## src/rtl/snd_fifo.sv

```systemverilog
// Stereo L/R sample FIFO between the CPU bus sound window and the SPI DAC driver.
// Optional underrun counter on addr 3 is built when SND_FIFO_STATS_EN is defined.
//
// state  | meaning
// S_IDLE | bus idle or single-cycle write; accepts new bus cycles
// S_RD1  | read data registered, wt released
// S_WFULL| DATA write stalled on a full FIFO, waiting for a free slot
module snd_fifo #(
  parameter int          DEPTH_LOG2  = 6,
  parameter logic [15:0] IDLE_SAMPLE = 16'h0000
) (
  input  logic        clk,
  input  logic        reset,
  input  logic        en,
  input  logic        wr,
  input  logic [1:0]  addr,
  input  logic [31:0] data_in,
  output logic [31:0] data_out,
  output logic        wt,
  input  logic        next_sample,
  output logic [15:0] ldata,
  output logic [15:0] rdata,
  output logic        irq
);

  localparam int DEPTH = 1 << DEPTH_LOG2;
  localparam int PW    = DEPTH_LOG2 + 1;
  localparam logic [PW-1:0] LVL_FULL = PW'(DEPTH);

  typedef enum logic [1:0] {S_IDLE, S_RD1, S_WFULL} state_t;

  state_t        state, state_nxt;
  logic [31:0]   mem [DEPTH];
  logic [PW-1:0] wr_ptr, rd_ptr, level, thr;
  logic          ie, underrun;
  logic          empty, full, pop_fire, udr_ev, space;
  logic          push, rd_load, ctrl_wr, flush, udr_clr;
  logic [31:0]   head, rd_mux;
`ifdef SND_FIFO_STATS_EN
  logic [15:0]   udr_cnt;
  logic          stats_clr;
`endif

  assign level    = wr_ptr - rd_ptr;
  assign empty    = (level == '0);
  assign full     = (level == LVL_FULL);
  assign head     = mem[rd_ptr[DEPTH_LOG2-1:0]];
  assign flush    = ctrl_wr & data_in[17];
  assign udr_clr  = ctrl_wr & data_in[18];
  assign pop_fire = next_sample & ~empty & ~flush;
  assign udr_ev   = next_sample & empty;
  // a pop in the same cycle frees the slot a full-FIFO push needs
  assign space    = ~full | pop_fire;

  always_comb begin
    state_nxt = state;
    wt        = 1'b0;
    push      = 1'b0;
    rd_load   = 1'b0;
    ctrl_wr   = 1'b0;
`ifdef SND_FIFO_STATS_EN
    stats_clr = 1'b0;
`endif
    if (reset) begin
      case (state)
        S_IDLE: begin
          if (en) begin
            if (!wr) begin
              wt        = 1'b1;
              rd_load   = 1'b1;
              state_nxt = S_RD1;
            end else if (addr == 2'd0) begin
              if (space) begin
                push = 1'b1;
              end else begin
                wt        = 1'b1;
                state_nxt = S_WFULL;
              end
            end else if (addr == 2'd2) begin
              ctrl_wr = 1'b1;
            end
`ifdef SND_FIFO_STATS_EN
            else if (addr == 2'd3) begin
              stats_clr = 1'b1;
            end
`endif
          end
        end
        S_RD1: state_nxt = S_IDLE;
        S_WFULL: begin
          if (!en) begin
            state_nxt = S_IDLE;
          end else if (space) begin
            push      = 1'b1;
            state_nxt = S_IDLE;
          end else begin
            wt = 1'b1;
          end
        end
        default: state_nxt = S_IDLE;
      endcase
    end
  end

  always_comb begin
    rd_mux = '0;
    case (addr)
      2'd1: begin
        rd_mux[PW-1:0] = level;
        rd_mux[16]     = empty;
        rd_mux[17]     = full;
        rd_mux[18]     = underrun;
      end
      2'd2: begin
        rd_mux[PW-1:0] = thr;
        rd_mux[16]     = ie;
      end
`ifdef SND_FIFO_STATS_EN
      2'd3: rd_mux[15:0] = udr_cnt;
`endif
      default: rd_mux = '0;
    endcase
  end

  always_ff @(posedge clk) begin
    if (push) mem[wr_ptr[DEPTH_LOG2-1:0]] <= data_in;
  end

  always_ff @(posedge clk) begin
    if (!reset) begin
      state    <= S_IDLE;
      wr_ptr   <= '0;
      rd_ptr   <= '0;
      ldata    <= IDLE_SAMPLE;
      rdata    <= IDLE_SAMPLE;
      data_out <= '0;
      irq      <= 1'b0;
      ie       <= 1'b0;
      thr      <= '0;
      underrun <= 1'b0;
    end else begin
      state <= state_nxt;
      irq   <= ie & (level <= thr);
      if (rd_load) data_out <= rd_mux;
      if (ctrl_wr) begin
        thr <= data_in[PW-1:0];
        ie  <= data_in[16];
      end
      if (flush) begin
        wr_ptr <= '0;
        rd_ptr <= '0;
        ldata  <= IDLE_SAMPLE;
        rdata  <= IDLE_SAMPLE;
      end else begin
        if (push) wr_ptr <= wr_ptr + 1'b1;
        if (pop_fire) begin
          rd_ptr <= rd_ptr + 1'b1;
          ldata  <= head[31:16];
          rdata  <= head[15:0];
        end
      end
      // a fresh underrun outranks a clear in the same cycle
      if (udr_ev) underrun <= 1'b1;
      else if (udr_clr) underrun <= 1'b0;
    end
  end

`ifdef SND_FIFO_STATS_EN
  always_ff @(posedge clk) begin
    if (!reset) begin
      udr_cnt <= '0;
    end else if (stats_clr) begin
      udr_cnt <= '0;
    end else if (udr_ev && udr_cnt != 16'hFFFF) begin
      udr_cnt <= udr_cnt + 16'd1;
    end
  end
`endif

endmodule

```

## config.mk

```make
export PLATFORM = sky130hd
export DESIGN_NAME = snd_fifo
export DESIGN_NICKNAME = d
export VERILOG_FILES = /design/src/rtl/snd_fifo.sv
export SDC_FILE = /design/constraint.sdc
export NUM_CORES = 2
export LEC_CHECK = 0
export CORE_UTILIZATION = 30
export DETAILED_ROUTE_END_ITERATION = 10
export DONT_BUFFER_PORTS = 1
export GPL_TIMING_DRIVEN = 1
export PLACE_DENSITY = 0.41
export SLEW_MARGIN = 0
export SYNTH_ARGS = -nofsm -noshare
export SYNTH_HDL_FRONTEND = slang
export SYNTH_SLANG_ARGS = --single-unit
```

## constraint.sdc

```tcl
create_clock -name clk -period 6 [get_ports clk]
set_input_delay 1.2 -clock clk [delete_from_list [all_inputs] [get_ports clk]]
set_output_delay 1.2 -clock clk [all_outputs]
set_load 0.05 [all_outputs]
```

# == Yosys cells after proc, flatten, opt, wreduce, memory -nomap -nowiden ==
# Memory sizes are Yosys's and may differ from the RTL's. A register that Yosys moved wholly into a read port is not among the register bits.
# Cells that the tools add are included.
# word_totals
reg_bits,36
inputBits,39
wordCells,76
out_inout_bits,66
ramBits,2048
memories,1
# memory_table
memory,depth,word_bits,read_ports,rd_clocked_by_memory_dff,wr,line_no,rtl
mem,64,32,1,1,1,33,logic [31:0] mem [DEPTH];
# op_classes
bitwise,11
n_eq_ne,8
n_mux,38
n_reduce_logical,6
order_cmp,1
add_sub_neg,3
# ops
operator,n
$mux 1,26
$add 7x1->7 const B,2
$mux 2,7
$pmux 7 s2,1
$ne 3x3->1 const B,3
$eq 7x7->1 const B,1
$le 7x7->1,1
$logic_not 7->1,1
$sub 7x7->7,1
$and 1x1->1,6
$pmux 1 s2,3
$eq 2x2->1 const B,2
$logic_not 2->1,2
$not 1->1,4
$pmux 2 s2,1
$reduce_and 4->1,1
$eq 2x1->1 const B,1
$ne 2x2->1 const B,1
$reduce_bool 2->1,1
$reduce_or 2->1,1
$or 1x1->1,1

# == Longest topological paths before layout ==
# depth
depth_word,19
ltp_mapped,17
mapped_depth_nobuf,14

# == Worst setup path after synthesis ==
# Ideal clock, no wire load.
# synth_path
path_kind,reg2reg
startpoint,register rd_ptr[2]
endpoint,memory mem[60][0] (enable)
path_buffers,6
stages_incl_launch_ff,16
arrival_time_ps,4898
period_less_slack_ps,5319
setup_slack_ps,681
required_ps,5579
setup_time_ps,421
cell_sequence,dfxtp_1 buf_2 inv_1 clkbuf_1 clkbuf_1 clkbuf_1 ha_1 o21ai_0 a21oi_1 o311ai_1 or4_1 buf_6 o31ai_4 or4b_1 buf_2 nor2_1
# synth_between
elab_chain_cells,14
elab_cells_between_ends,17
classes_between,add/sub: 1; eq/ne: 1; mux: 9; bitwise: 5; reduce/logical: 1
# synth_rtl
item,line_no,rtl
from (decl),34,"logic [PW-1:0] wr_ptr, rd_ptr, level, thr;"
from (signal assigned),157,rd_ptr <= rd_ptr + 1'b1;
$sub 7x7->7 *,44,assign level = wr_ptr - rd_ptr;
$logic_not 7->1,45,assign empty = (level == '0);
$not 1->1,50,assign pop_fire = next_sample & ~empty & ~flush;
$and 1x1->1 (2 in series),50,
$or 1x1->1 *,53,assign space = ~full | pop_fire;
$mux 1 *,"73, 93",
$mux 1,72,end else if (addr == 2'd0) begin
$mux 1,68,if (!wr) begin
$mux 1,67,if (en) begin
$pmux 1 s2 *,65,case (state)
$mux 1 *,64,if (reset) begin
$mux 1 *,126,if (push) mem[wr_ptr[DEPTH_LOG2-1:0]] <= data_in;
$mux 1 (not written as such) *,126,
to (decl),33,
# Every way passes the cells marked *; elsewhere a longest branch is shown, timed or not.

# == Worst setup path in the final report ==
# layout_path
startpoint,register rd_ptr[1]
endpoint,output port wt
# layout_between
elab_chain_cells,12
elab_cells_between_ends,15
classes_between,add/sub: 1; eq/ne: 1; mux: 7; bitwise: 5; reduce/logical: 1
# layout_rtl
item,line_no,rtl
$sub 7x7->7 *,44,
$logic_not 7->1,45,
$not 1->1,50,
$and 1x1->1 (2 in series),50,
$or 1x1->1 *,53,
$mux 1 *,"73, 93",
$mux 1,72,
$mux 1,68,
$mux 1,67,
$pmux 1 s2 *,65,
$mux 1 *,64,
to (decl),19,"output logic wt,"
# Marks and branches as above.

==> flow_summary_export.csv <==
group,metric,value,unit
route,wire_per_inst,34.4,µm
clocking,clockBufferDepth,3,
synthesis,synth_area,81300,µm²
global_routing,grt_start_max_net_pins,83,
setup_path,setup.worst_path.start_class,"flip-flop",
setup_path,arrival,4.46,ns
route,drc,0,
timing,layout_min_cycle_time,5.66,ns
final_layout,drive_gt1_share,25.5,%
synthesis,synth-edff-count,2048,
floorplanning,fp.coreArea,269000,µm²
synthesis,synthTopCellsByCount,"edfxtp_1, mux4_2, nand2_1",
placement,pre_cts_ws,0.691,ns
clocking,numCtsBuffers,228,
hold_path,hp-class,"input port to flip-flop",
setup_path,critPathKind,"flip-flop to output pin",
clocking,cts_setup_buffers,0,
timing,setup_viol,0,
timing,max-slew-margin-rel,13.2,%
route,avgViaCountPerCell,5.21,
timing,fin_hold_ws,0.425,ns
timing,worstMarginPinSlew,1.27,ns
placement,port_buffers,0,
timing,rsz0062_at_grt,"false",
setup_path,cp-end-kind,"output pin",
pwr,leakagePower,28.5,nW
final_layout,finalNetCount,4074,
floorplanning,die_y,523,µm
floorplanning,rows,190,
clocking,cts_root_buf,"clkbuf_16",
route,ant_nets,0,
clocking,htree_levels,4,
synthesis,async_flop_share,0,%
final_layout,final_util,35.0,%
clocking,clock_sinks,2116,
timing,hold_viol_final,0,
floorplanning,start_util,30.3,%
synthesis,synth_cell_type_count,74,
synthesis,syn_avg_cell_area,21.1,µm²
placement,finalWeightedCongestion,0.789,
placement,dpl.hpwl,155000,µm
route,wl,267000,µm
timing,fmax,0.177,GHz
synthesis,synthTopCellsByArea,"edfxtp_1, mux4_2, dfxtp_1",
status,status,"completed",
floorplanning,dieArea,273000,µm²
global_routing,grt_util_all_layers,19.5,%
pwr,max-vdd-ir-drop,0.262,mV
global_routing,grt_pass1_vias,41000,
global_routing,grt.overflow.total,0,
clocking,cts_tree,"yes",
setup_path,cp.required,4.80,ns
synthesis,ys_seq_area_share,77.3,%
synthesis,synth.most_common_cell,"edfxtp_1",
route,num_vias,40500,
synthesis,ys_ff_latch,2116,
route,dr.pass1.iters,5,
timing,fin_skew,0.0445,ns
synthesis,ys.warnings.count,0,
synthesis,synth_top_cell_by_area,"edfxtp_1",
setup_path,worstPathMaxFanout,30,
run,cap_violations,0,
timing,period_share,94.3,%
final_layout,area_delta_synth_final,15.6,%
clocking,cts.clk_slew.worst_paths,0.07,ns
floorplanning,ioPinCount,105,
synthesis,synth_top_area_share,75.6,%
pwr,p_total,35.1,mW
route,first_iter_violations,4302,
timing,setup_tns,0,ns
synthesis,ys.flop_type,"edfxtp_1",
timing,final_max_slew_viol_count,0,
global_routing,antenna_found_initial,12,
timing,setup_ws,0.340,ns
pwr,p_per_area,373,nW/µm²
final_layout,fill_cells,24900,
synthesis,syn_inst,3853,
global_routing,grt_pass1_wl,365000,µm
clocking,worstSkewPairLatency,0.87,ns
floorplanning,die_x,523,µm
repair_timing:
item,4_1_cts,5_1_grt
hold buffers,0,0
endpoints found under the setup margin,0,1
resized for setup,0,1
sequential cells by signal, summed over array words and instances, names as in the netlist:
register and count:
state 2, ie 1, data_out 10, ldata 16, irq 1, thr 7
mem 2048, rdata 16, wr_ptr 7, rd_ptr 7, underrun 1
critical path, cell delays in order (launching register included):
cell     delay [ns]
dfxtp_4        0.73
inv_4          0.20
fa_1           0.48
xor2_1         0.20
or3b_2         0.47
or4_1          0.67
nor3_2         0.35
o21a_1         0.17
o21a_1         0.15
buf_12         0.14
cell type report:
type | instances | area, µm² | share of cell area [%]
clock buffers | 287 | 6140 | 6.53
flip-flops and latches | 2116 | 62900 | 66.9
multi-input cells | 1490 | 17800 | 18.9
clock inverters | 134 | 1410 | 1.50
repair buffers | 156 | 1280 | 1.36
inverters | 24 | 95.1 | 0.101
well taps | 3552 | 4440 | 4.73
diodes | 7 | 17.5 | 0.0186
metal layers:
metal | part of all wire (%) | track usage, % | vias up | wire (µm)
met4 | 1.8 | 4.15 | 0 | 4840
met2 | 48 | 31.7 | 1150 | 128000
met1 | 45 | 27.5 | 22600 | 120000
met5 | 0 | 0 | - | 0
met3 | 5.3 | 3.30 | 250 | 14000
li1 | - | - | 16500 | -
power breakdown:
part           switching, mW  total, mW  internal, mW
clock network           5.93       14.3          8.36
logic                   2.39       4.23          1.84
registers              0.321       16.6          16.2
total                   8.64       35.1          26.5
placed cells by master (no fill, tap or decap), types with 51 or more instances in the layout:
cell | Yosys | routed
a21oi_1 | 70 | 69
buf_4 | 61 | 145
clkbuf_16 | 0 | 233
dfxtp_1 | 68 | 63
edfxtp_1 | 2048 | 2048
mux2i_1 | 121 | 121
mux4_2 | 483 | 483
nand2_1 | 179 | 179
nor2_1 | 125 | 65
nor2_4 | 0 | 68
o22ai_1 | 51 | 51
stage by stage:
stage               instance area, µm²  std cells
floorplan                        81400       3874
global placement                 86500       7336
detailed placement               86500       7338
CTS                              94000       7759
global route                     94000       7761
finish                           94000       7766
logic make-up (layout without fill, tap and decap cells):
group	after synthesis	count (layout)	synth area share (%)
multiplexers	606	606	14.9
other	1	29	0.00461
XOR/XNOR	7	7	0.0754
AND/OR/NAND/NOR	449	449	2.46
buffers and inverters	268	601	1.66
flip-flops	2116	2116	77.3
adder cells (fa/ha/maj)	19	19	0.302
AO/OA/AOI/OAI	387	387	3.32
final timing paths:
check	startpoint	endpoint	slack, ns	cells after the start
max	rd_ptr[1]	wt	0.34	9
min reg2reg	underrun	data_out[18]	0.49	2
min	data_in[31]	mem[56][31]	0.42	0
max reg2reg	rd_ptr[2]	mem[11][11]	0.66	11
(Power assumes the default switching activity.)
